===== src/rtl/cipher_pkg.sv =====
// Shared types and constants for the pixel XOR cipher stage.
// Latency: n/a (types and a pure combinational helper only).
// Backpressure: n/a.
//
// Contents:
//   CH_W          width of one colour channel / one key byte
//   KEY_DROP_MAX  saturation value of the dropped-key counter
//   state_t       frame FSM states
//   rgb_t         one pixel or one key triple, {r, g, b}
//   rgb_xor       channel-wise XOR of a pixel with a key triple
package cipher_pkg;

  localparam int          CH_W         = 8;
  localparam logic [15:0] KEY_DROP_MAX = 16'hFFFF;

  typedef enum logic [1:0] {
    IDLE  = 2'd0,
    RUN   = 2'd1,
    DRAIN = 2'd2,
    DONE  = 2'd3
  } state_t;

  typedef struct packed {
    logic [CH_W-1:0] r;
    logic [CH_W-1:0] g;
    logic [CH_W-1:0] b;
  } rgb_t;

  // Encryption and decryption are the same operation.
  function automatic rgb_t rgb_xor(input rgb_t pix, input rgb_t key);
    rgb_t res;
    res.r = pix.r ^ key.r;
    res.g = pix.g ^ key.g;
    res.b = pix.b ^ key.b;
    return res;
  endfunction

endpackage


===== src/rtl/key_fifo.sv =====
// Synchronous FIFO holding keystream triples between generator and cipher.
// Latency: a pushed entry is visible at head the cycle after the push.
// Backpressure: push is refused when full unless a pop frees a slot in the same cycle.
//
// Ports:
//   clk, rst      clock, asynchronous active-high reset (empties the FIFO)
//   flush         synchronous empty; wins over push and pop
//   push, wdata   write request and data
//   pop           read request; head advances on the next edge
//   head          oldest entry (undefined while empty)
//   full, empty   occupancy flags
module key_fifo #(
  parameter int WIDTH = 24,
  parameter int DEPTH = 4
) (
  input  logic             clk,
  input  logic             rst,
  input  logic             flush,
  input  logic             push,
  input  logic [WIDTH-1:0] wdata,
  input  logic             pop,
  output logic [WIDTH-1:0] head,
  output logic             full,
  output logic             empty
);

  localparam int AW = $clog2(DEPTH);

  logic [WIDTH-1:0] mem [DEPTH];
  // One extra pointer bit distinguishes full from empty when the indices match.
  logic [AW:0]      wr_ptr;
  logic [AW:0]      rd_ptr;
  logic             do_push;
  logic             do_pop;

  assign empty   = (wr_ptr == rd_ptr);
  assign full    = (wr_ptr[AW] != rd_ptr[AW]) && (wr_ptr[AW-1:0] == rd_ptr[AW-1:0]);
  assign do_pop  = pop && !empty;
  // A pop in the same cycle frees the slot, so a push into a full FIFO still lands.
  assign do_push = push && (!full || do_pop);
  assign head    = mem[rd_ptr[AW-1:0]];

  always_ff @(posedge clk or posedge rst) begin
    if (rst) begin
      wr_ptr <= '0;
      rd_ptr <= '0;
    end else if (flush) begin
      wr_ptr <= '0;
      rd_ptr <= '0;
    end else begin
      if (do_push) begin
        wr_ptr <= wr_ptr + (AW+1)'(1);
      end
      if (do_pop) begin
        rd_ptr <= rd_ptr + (AW+1)'(1);
      end
    end
  end

  // Storage needs no reset: the pointers decide what is valid.
  always_ff @(posedge clk) begin
    if (do_push && !flush) begin
      mem[wr_ptr[AW-1:0]] <= wdata;
    end
  end

endmodule


===== src/rtl/pixel_xor_cipher.sv =====
// XORs one buffered keystream triple into each RGB pixel of a frame.
// Latency: exactly 1 cycle from input accept to registered output.
// Backpressure: pix_in_ready drops when no key is buffered or the output register is stalled.
//
// Ports:
//   clk, rst                       clock, asynchronous active-high reset
//   key_r/g/b, key_ready           keystream triple and its capture strobe
//   start                          begins a frame (honoured in IDLE only)
//   pix_in_valid/ready, pix_in_*   plaintext pixel handshake
//   pix_out_valid/ready, pix_out_* ciphertext pixel handshake, pix_out_last on final pixel
//   busy                           high while a frame is in RUN or DRAIN
//   frame_done                     one-cycle pulse after the last output handshake
//   key_drop_cnt                   saturating count of keys lost to a full FIFO
module pixel_xor_cipher
  import cipher_pkg::*;
#(
  parameter int KEY_FIFO_DEPTH = 4,
  parameter int FRAME_PIXELS   = 65536,
  parameter int PIX_W          = 8
) (
  input  logic             clk,
  input  logic             rst,
  input  logic [PIX_W-1:0] key_r,
  input  logic [PIX_W-1:0] key_g,
  input  logic [PIX_W-1:0] key_b,
  input  logic             key_ready,
  input  logic             start,
  input  logic             pix_in_valid,
  output logic             pix_in_ready,
  input  logic [PIX_W-1:0] pix_in_r,
  input  logic [PIX_W-1:0] pix_in_g,
  input  logic [PIX_W-1:0] pix_in_b,
  output logic             pix_out_valid,
  input  logic             pix_out_ready,
  output logic [PIX_W-1:0] pix_out_r,
  output logic [PIX_W-1:0] pix_out_g,
  output logic [PIX_W-1:0] pix_out_b,
  output logic             pix_out_last,
  output logic             busy,
  output logic             frame_done,
  output logic [15:0]      key_drop_cnt
);

  localparam int             CNT_W    = (FRAME_PIXELS > 1) ? $clog2(FRAME_PIXELS) : 1;
  localparam logic [CNT_W-1:0] LAST_IDX = CNT_W'(FRAME_PIXELS - 1);

  state_t             state;
  state_t             state_nxt;
  logic [CNT_W-1:0]   pix_cnt;
  rgb_t               out_q;
  logic               out_vld;
  logic               out_last;
  logic [15:0]        drop_cnt;

  logic [3*PIX_W-1:0] fifo_head;
  logic               fifo_full;
  logic               fifo_empty;

  rgb_t               pix_in;
  rgb_t               key_head;
  logic               start_frame;
  logic               key_capture;
  logic               key_drop;
  logic               accept;
  logic               last_accept;
  logic               out_fire;

  assign pix_in   = {pix_in_r, pix_in_g, pix_in_b};
  assign key_head = fifo_head;

  // start is only meaningful in IDLE; it also flushes stale keys from the last frame.
  assign start_frame = (state == IDLE) && start;
  // Keys arriving outside a frame are ignored entirely, never counted as drops.
  assign key_capture = key_ready && ((state == RUN) || (state == DRAIN));
  assign accept      = pix_in_valid && pix_in_ready;
  assign last_accept = accept && (pix_cnt == LAST_IDX);
  assign out_fire    = out_vld && pix_out_ready;
  // When full, a same-cycle pop makes room, so only a full FIFO without a pop drops.
  assign key_drop    = key_capture && fifo_full && !accept;

  key_fifo #(
    .WIDTH (3*PIX_W),
    .DEPTH (KEY_FIFO_DEPTH)
  ) u_key_fifo (
    .clk   (clk),
    .rst   (rst),
    .flush (start_frame),
    .push  (key_capture),
    .wdata ({key_r, key_g, key_b}),
    .pop   (accept),
    .head  (fifo_head),
    .full  (fifo_full),
    .empty (fifo_empty)
  );

  // ---------------- FSM: state register ----------------
  always_ff @(posedge clk or posedge rst) begin
    if (rst) begin
      state <= IDLE;
    end else begin
      state <= state_nxt;
    end
  end

  // ---------------- FSM: next state ----------------
  always_comb begin
    state_nxt = state;
    case (state)
      IDLE:    if (start)       state_nxt = RUN;
      RUN:     if (last_accept) state_nxt = DRAIN;
      // Only the last pixel can be in the output register once in DRAIN.
      DRAIN:   if (out_fire)    state_nxt = DONE;
      DONE:                     state_nxt = IDLE;
      default:                  state_nxt = IDLE;
    endcase
  end

  // ---------------- FSM: outputs ----------------
  // pix_in_ready depends only on registered state and pix_out_ready, never on pix_in_valid.
  always_comb begin
    busy         = 1'b0;
    pix_in_ready = 1'b0;
    frame_done   = 1'b0;
    case (state)
      RUN: begin
        busy         = 1'b1;
        pix_in_ready = !fifo_empty && (!out_vld || pix_out_ready);
      end
      DRAIN:   busy       = 1'b1;
      DONE:    frame_done = 1'b1;
      default: ;
    endcase
  end

  // ---------------- pixel counter ----------------
  always_ff @(posedge clk or posedge rst) begin
    if (rst) begin
      pix_cnt <= '0;
    end else if (start_frame) begin
      pix_cnt <= '0;
    end else if (accept) begin
      pix_cnt <= (pix_cnt == LAST_IDX) ? '0 : pix_cnt + CNT_W'(1);
    end
  end

  // ---------------- output register ----------------
  // Holds steady while stalled; a handshake with no new accept just drops valid.
  always_ff @(posedge clk or posedge rst) begin
    if (rst) begin
      out_q    <= '0;
      out_vld  <= 1'b0;
      out_last <= 1'b0;
    end else if (accept) begin
      out_q    <= rgb_xor(pix_in, key_head);
      out_vld  <= 1'b1;
      out_last <= (pix_cnt == LAST_IDX);
    end else if (out_fire) begin
      out_vld  <= 1'b0;
    end
  end

  assign pix_out_valid = out_vld;
  assign pix_out_last  = out_last;
  assign pix_out_r     = out_q.r;
  assign pix_out_g     = out_q.g;
  assign pix_out_b     = out_q.b;

  // ---------------- dropped-key counter ----------------
  always_ff @(posedge clk or posedge rst) begin
    if (rst) begin
      drop_cnt <= '0;
    end else if (start_frame) begin
      drop_cnt <= '0;
    end else if (key_drop && (drop_cnt != KEY_DROP_MAX)) begin
      drop_cnt <= drop_cnt + 16'd1;
    end
  end

  assign key_drop_cnt = drop_cnt;

endmodule


===== config.mk =====
export PLATFORM = sky130hd
export DESIGN_NAME = pixel_xor_cipher
export DESIGN_NICKNAME = d
export VERILOG_FILES = /design/src/rtl/cipher_pkg.sv /design/src/rtl/key_fifo.sv /design/src/rtl/pixel_xor_cipher.sv
export SDC_FILE = /design/constraint.sdc
export NUM_CORES = 1
export LEC_CHECK = 0
export BUFFER_PORTS_ARGS = -buffer_cell sky130_fd_sc_hd__buf_4
export CAP_MARGIN = 20
export CORE_MARGIN = 2
export CORE_UTILIZATION = 55
export CTS_CLUSTER_DIAMETER = 100
export CTS_CLUSTER_SIZE = 25
export DETAILED_ROUTE_END_ITERATION = 8
export PLACE_DENSITY = 0.87
export SKIP_CTS_REPAIR_TIMING = 1
export SLEW_MARGIN = 40
export SYNTH_ARGS = -nofsm -noshare
export SYNTH_HDL_FRONTEND = slang
export SYNTH_SLANG_ARGS = --single-unit

===== constraint.sdc =====
create_clock -name clk -period 2.48 [get_ports clk]
set_input_delay 0.372 -clock clk [delete_from_list [all_inputs] [get_ports clk]]
set_output_delay 0.372 -clock clk [all_outputs]
set_load 0.01 [all_outputs]

Yosys cells after proc, flatten, opt, wreduce, memory -nomap -nowiden. Memory sizes are Yosys's and may differ from the RTL's. Index checks and enable logic that the tools add are counted.

Add/sub/neg operators: 4. Equal/unequal tests: 11. Mux-type cells: 20. Bitwise logic cells: 3. Reduce and logical (&&, ||, !) cells: 29.

Operator list (count): 2-to-1 mux 16 bit (5); adder 16 x 1 -> 16 bit, second input constant (2); XOR 8 bit (3); equality test 16 bit, second input constant (1); != test 16 bit, second input constant (1); logical AND 1 bit (13); 2-to-1 mux 3 bit (4); nonzero test 2 bit (5); one-hot mux 2 bit (4 select lines) (1); 2-to-1 mux 1 bit (7); adder 3 x 1 -> 3 bit, second input constant (2); 2-to-1 mux 2 bit (3); != test 2 bit, second input constant (3); logical NOT 1 bit (5); equality test 2 bit, second input constant (2); equality test 3 bit (1); logical OR 1 bit (3); AND reduction 3 bit (1); equality test 2 x 1 -> 1 bit, second input constant (1); equality test 2 bit (1); logical NOT 2 bit (1); OR reduction 2 bit (1); != test 1 bit (1).

Memories kept: 1. Logic and storage cells: 78. Bits in registers: 66. Input bits: 54. Bits in writable memories: 96.

Memories: u_key_fifo.mem (depth 4, bits a word 24, read ports 1, clocked after memory_dff 0, wr ports 1, line key_fifo.sv:29) `logic [WIDTH-1:0] mem [DEPTH];`.

Depth between registers and ports, before layout. Gate-level depths: netlist of run 1.

Depth after elaboration: 11. Gate-level depth with buffers: 8. Gate-level depth less buffers: 8.

Hierarchy. Synthesis of run 1 repeated with hierarchy kept, for this count alone.

Cell total of the unflattened synthesis: 494. Area, all modules: 7154.4 um2.

By module, submodules not included: key_fifo (area each 4028.9 um2, cells an instance 182, instances 1); pixel_xor_cipher (area each 3125.5 um2, cells an instance 312, instances 1).

Least setup slack after synthesis of run 1. Ideal clock, no wire load.

Path kind: flip-flop to flip-flop. From: register state[1]. To: memory u_key_fifo.mem[0][0], enable pin. Slack: 0.214 ns. Buffers on the path: 0. Stages on the path, launching flop included: 6. Required time: 2.097 ns. Arrival time: 1.883 ns. Path through: dfrtp_1 inv_1 ha_1 and3_4 o311a_1 and3_1.

Longest elaborated chain between the ends: 9. Elaborated cells between the ends (all ways): 15. Those cells by class: eq/ne (2); mux (3); reduce/logical (10).

RTL lines: start, declared (line pixel_xor_cipher.sv:47) `state_t state;`; start signal, assigned (line pixel_xor_cipher.sv:101) `state <= state_nxt;`; equality test 2 x 1 -> 1 bit (line pixel_xor_cipher.sv:74, pixel_xor_cipher.sv:124); 2-to-1 mux 1 bit (line pixel_xor_cipher.sv:124) `case (state)`; logical AND 1 bit (line pixel_xor_cipher.sv:75) `assign accept = pix_in_valid && pix_in_ready;`; logical AND 1 bit (line key_fifo.sv:38) `assign do_pop = pop && !empty;`; logical OR 1 bit (line key_fifo.sv:40) `assign do_push = push && (!full || do_pop);`; logical AND 1 bit (line key_fifo.sv:40); logical AND 1 bit * (line key_fifo.sv:62) `if (do_push && !flush) begin`; 2-to-1 mux 1 bit * (line key_fifo.sv:62); 2-to-1 mux 1 bit (implied by the code) * (line key_fifo.sv:63) `mem[wr_ptr[AW-1:0]] <= wdata;`; end, declared (line key_fifo.sv:29).

Mark *: on every way between the ends. The rest lies on a longest branch, timed or not.

Worst setup path after layout of run 1.
From: register state[1]. To: memory u_key_fifo.mem[0][16], enable pin.

Same word-level chain as after synthesis.

==> results of run 1 <==
## placed cells by master, fill, tap and decap left out, types with 8 or more instances in the layout
master	netlist	routed
nand2_1	49	48
mux4_2	24	24
inv_1	9	8
buf_4	1	106
nand4_1	8	8
edfxtp_1	96	96
dfrtp_1	66	65
nor2_1	42	42
and3_1	18	18
o21ai_0	25	25
xnor2_1	39	39
nand3_1	15	15
clkbuf_16	0	17
ha_1	12	12
xor2_1	14	14
## layout make-up
type                            instances  share of cell area
Sequential cell                       162               0.536
Inverter                                9             0.00399
Timing Repair Buffer                  111               0.106
Clock inverter                         11              0.0138
Clock buffer                           21              0.0521
Multi-Input combinational cell        288               0.263
Tap cell                              168              0.0249
## critical path: stages (launching register included)
cell,delay [ns]
dfrtp_1,0.41
inv_1,0.11
ha_1,0.24
and3_4,0.25
o311a_1,0.34
and3_1,0.45
buf_4,0.24
## per-layer routing
metal / vias up / GRT usage / routed length, µm
met3: 12 / 0.0612 / 696
met5: - / 0 / 0
met2: 122 / 0.409 / 7860
met1: 2178 / 0.285 / 5680
met4: 0 / 0.0698 / 115
li1: 1959 / - / -
## cell families after synthesis
logic type,Yosys count
flip-flops,162
AND/OR/NAND/NOR,154
XOR/XNOR,56
AO/OA/AOI/OAI,40
buffers and inverters,27
multiplexers,26
adder cells (fa/ha/maj),12
## Yosys cell counts, drive strengths merged
master   n
nand3   16
nand2   50
inv      9
nand2b   1
o211ai   2
mux2     1
o311a    1
and4     3
a311oi   1
mux4    24
or4      1
clkbuf   9
a22oi    1
mux2i    1
edfxtp  96
xor2    14
ha      12
a221oi   1
buf      9
nand4    8
dfrtp   66
o21ai   25
or3      2
o32a     1
a22o     1
nor3     5
xnor2   42
a31oi    1
nor2    42
and3    19
a21oi    4
a21boi   1
and2     3
nor4     4
a41o     1
## report_power, final
part           leakage [µW]  switching (µW)  internal [µW]
registers           0.00175             268           3400
logic               0.00140            1260           1140
clock network      0.000268            1010           1470
## how the worst max path moves through the flow
stage                   from                     to  slack (ns)  cells after the start
global route        state[1]  u_key_fifo.mem[0][15]        0.02                      6
finish              state[1]  u_key_fifo.mem[0][16]        0.13                      6
detailed placement  state[1]   u_key_fifo.mem[0][3]        0.19                      6
floorplan           state[1]   u_key_fifo.mem[0][0]        0.21                      5
global placement    state[1]   u_key_fifo.mem[0][9]        0.29                      6
CTS                 state[1]   u_key_fifo.mem[0][1]        0.16                      6
## sequential cells by signal, summed over array words and instances, names as in the netlist, 2 cells and up
signal	flops
key_drop_cnt	16
pix_out_b	8
u_key_fifo.rd_ptr	3
pix_out_g	8
state	2
u_key_fifo.mem	96
pix_cnt	16
u_key_fifo.wr_ptr	3
pix_out_r	8
## stage by stage
stage | utilization | hold WS (ns)
floorplan | - | 0.471
global placement | 0.652 | 0.456
detailed placement | 0.652 | 0.465
CTS | 0.698 | 0.0144
global route | 0.698 | 0.0269
finish | 0.698 | 0.00515
==> impl_metrics.tcl, run 1 <==
set metrics [dict create \
    outcome "finished, final reports clean" \
    synthCells 477 \
    muxShareOfSynthArea 0.0816 \
    fin_ws_ns 0.134 \
    r2r-start "state[1]" \
    synth-seq-cells 162 \
    synth_fp_nets 543 \
    seq_area_mm2 0.00454 \
    path_class "register to register" \
    maxCapViolCount 0 \
    first_iter_violations 305 \
    endpoint_kind "register" \
    io-pin-count 99 \
    synth_compound_area_frac 0.0354 \
    die_x_um 116 \
    antenna_found_initial 0 \
    row_count 40 \
    setup-tns-final_ns 0 \
    port_buffers 98 \
    synth_top_family_by_area "simple AND/OR/NAND/NOR gates" \
    htree_levels 4 \
    tightest_slew_ns 0.742 \
    multi_input_comb_area_mm2 0.00223 \
    nNetsFinal 655 \
    synth_largest_area_cell "edfxtp_1" \
    max-slew-margin-rel 0.503 \
    setup_viol 0 \
    synth_area_mm2 0.00688 \
    diodes 0 \
    p_total_uw 8550 \
    final_area_mm2 0.00846 \
    dp_hpwl_mm 9.36 \
    n_fill_cell 821 \
    wl_per_cell_um 18.6 \
    gp_congestion 0.817 \
    dr.pass1.iters 5 \
    yosysWarningCount 0 \
    overflow 0 \
    place_ws_ns 0.191 \
    die_h_um 116 \
    power_density_mw_per_mm2 1010 \
    wl_mm 14.4 \
    cts_sinks 162 \
    ant_nets 0 \
    critPathMaxFanout 8 \
    clockBufferDepth 2 \
    placedCellCount 738 \
    placed_area_mm2 0.00790 \
    grt_pass1_wl_mm 22.8 \
    layoutNonFillerInstCount 770 \
    cts_made_buffers 17 \
    crit_arrival_ns 2.48 \
    grt_pass1_vias 4332 \
    synth-xor-area-share 0.0762 \
    cts_root_buf "clkbuf_16" \
    yosys.area_share.simple 0.108 \
    r2r-end "u_key_fifo.mem[0][16]" \
    fin_crit_ns 2.35 \
    synthToLayoutAreaGrowth_pct 22.9 \
    insertion_delay_ns 0.42 \
    grt_usage 0.233 \
    syn_area_per_cell_um2 14.4 \
    drc 0 \
    synth_fa_ha_area_frac 0.0218 \
    core_mm2 0.0121 \
    slew_viol_final 0 \
    rsz0062_at_grt "no" \
    clkTransAtPathRegs_ns 0.06 \
    holdCritPathClass "input pin to async pin" \
    critPathLaunchType "register" \
    rrSetupSlack_ns 0.13 \
    ir_drop_v 0.000606 \
    start_util 0.568 \
    fmax_ghz 0.426 \
    synth_cell_type_count 44 \
    ys_seq_area_frac 0.659 \
    reg2reg_depth 6 \
    netlist.area_leader.share 0.419 \
    dieArea_mm2 0.0134 \
    min_period_over_period 0.946 \
    synthTopCellsByArea "edfxtp_1 42%, dfrtp_1 24%, mux4_2 7.9%, xnor2_1 5.0%, nand2_1 2.7%" \
    cts_tree "done" \
    grt_max_degree 56 \
    dr_total_vias 4271 \
    leakagePower_uw 0.00342 \
    final_layout_size_suffix_gt1_frac 0.287 \
    via_per_inst 5.55 \
    finalHoldViolCount 0 \
    required_ns 2.61 \
    clock_skew_ns 0.00688 \
]
No activity file was read; power rests on OpenSTA's default activity.
==> run 2: changes to the inputs <==
--- a/config.mk
+++ b/config.mk
@@ -12,7 +12,7 @@
 export CTS_CLUSTER_DIAMETER = 100
 export CTS_CLUSTER_SIZE = 25
 export DETAILED_ROUTE_END_ITERATION = 8
-export PLACE_DENSITY = 0.87
+export PLACE_DENSITY = 0.77
 export SKIP_CTS_REPAIR_TIMING = 1
 export SLEW_MARGIN = 40
 export SYNTH_ARGS = -nofsm -noshare
==> run 2 against run 1 <==
Compared with the run above: hold slack gained 0.14 ns; global-route usage shrank 2.2 points; clock skew grew 0.00090 ns; highest routed layer unchanged; largest cell class unchanged.
==> impl_metrics.tcl, run 2 (synthesis gave the netlist of run 1 again) <==
set metrics [dict create \
    worstSetupStartpoint "state[1]" \
    ant_nets 0 \
    power_density_mw_per_mm2 1010 \
    place_ws_ns 0.268 \
    critPathMaxFanout 18 \
    dr_total_vias 4185 \
    outcome "finished, final reports clean" \
    wl_mm 12.9 \
    grt_usage 0.211 \
    layoutNonFillerInstCount 772 \
    max-slew-margin-rel 0.544 \
    largest_reg_flops 96 \
    grt_max_degree 54 \
    final_layout_size_suffix_gt1_frac 0.290 \
    via_per_inst 5.42 \
    dp_hpwl_mm 8.55 \
    min_period_over_period 0.892 \
    overflow 0 \
    most-common-layout-cells "108 x buf_4, 96 x edfxtp_1, 65 x dfrtp_1" \
    ir_drop_v 0.000675 \
    critPathLaunchType "register" \
    maxCapViolCount 0 \
    multi_input_comb_area_mm2 0.00223 \
    insertion_delay_ns 0.42 \
    port_buffers 98 \
    clkTransAtPathRegs_ns 0.06 \
    fin_crit_ns 2.21 \
    rsz0062_at_grt "no" \
    fmax_ghz 0.452 \
    cts_made_buffers 17 \
    crit_arrival_ns 2.31 \
    required_ns 2.58 \
    worstHoldPathCells 1 \
    clock_skew_ns 0.00778 \
    die_x_um 116 \
    diodes 0 \
    nNetsFinal 657 \
    cts_tree "done" \
    cts_root_buf "clkbuf_16" \
    seq_area_mm2 0.00454 \
    reg2reg_depth 6 \
    fin_ws_ns 0.269 \
    grt_pass1_wl_mm 21.1 \
    placedCellCount 739 \
    final_common_cell "buf_4" \
    path_class "register to register" \
    core_mm2 0.0121 \
    synthToLayoutAreaGrowth_pct 23.4 \
    clockBufferDepth 2 \
    wl_per_cell_um 16.7 \
    die_h_um 116 \
    r2r-start "state[1]" \
    finalHoldViolCount 0 \
    n_fill_cell 852 \
    holdCritPathClass "input pin to register" \
    gp_congestion 0.845 \
    endpoint_kind "register" \
    start_util 0.568 \
    row_count 40 \
    tightest_slew_ns 0.681 \
    drc 0 \
    grt_pass1_vias 4361 \
    setup-tns-final_ns 0 \
    antenna_found_initial 0 \
    slew_viol_final 0 \
    first_iter_violations 294 \
    min_from "key_b[5]" \
    cts_sinks 162 \
    dr.pass1.iters 4 \
    dieArea_mm2 0.0134 \
    io-pin-count 99 \
    htree_levels 4 \
    setup_viol 0 \
    leakagePower_uw 0.00344 \
]
run 2: report_power, final:
part / switching (µW) / internal [µW] / total (µW)
combinational: 1220 / 1130 / 2350
sequential: 240 / 3400 / 3640
clock: 974 / 1600 / 2570
total: 2430 / 6130 / 8570
run 2: area by class of cell:
class / instances / share of cell area
clock buffers: 21 / 0.0530
clock inverters: 11 / 0.0162
inverters: 9 / 0.00398
multi-input cells: 288 / 0.262
flip-flops and latches: 162 / 0.534
well taps: 168 / 0.0247
repair buffers: 113 / 0.106
run 2: worst paths after layout:
path	end	slack, ns
min reg2reg	pix_out_last	0.47
max reg2reg	u_key_fifo.mem[0][21]	0.27
min in group asynchronous	pix_out_g[3]	0.49
min	u_key_fifo.mem[1][5]	0.15
max	u_key_fifo.mem[0][21]	0.27
max in group asynchronous	u_key_fifo.rd_ptr[0]	1.39
run 2: worst max-delay path, stage by stage, from the launching register on:
cell and delay, ns:
dfrtp_1 0.41, inv_1 0.11, ha_1 0.23, and3_4 0.26
o311a_1 0.33, and3_1 0.25, buf_4 0.29
run 2: metal layers:
layer / GRT usage / wire length [µm] / part of all wire / up-vias
li1: - / - / - / 1966
met4: 0.0873 / 280 / 0.022 / 0
met3: 0.0570 / 759 / 0.059 / 22
met2: 0.348 / 6450 / 0.50 / 117
met5: 0 / 0 / 0 / -
met1: 0.267 / 5390 / 0.42 / 2080
run 2: through the flow:
| step | util | hold slack (ns) | total power (µW) | area, µm² |
|---|---|---|---|---|
| after floorplan | - | 0.471 | 5180 | 6880 |
| after global placement | 0.652 | 0.363 | 5980 | 7900 |
| after detailed placement | 0.652 | 0.370 | 6070 | 7900 |
| after CTS | 0.701 | -0.0838 | 8660 | 8480 |
| after global routing | 0.701 | 0.135 | 9020 | 8490 |
| final | 0.701 | 0.145 | 8570 | 8490 |
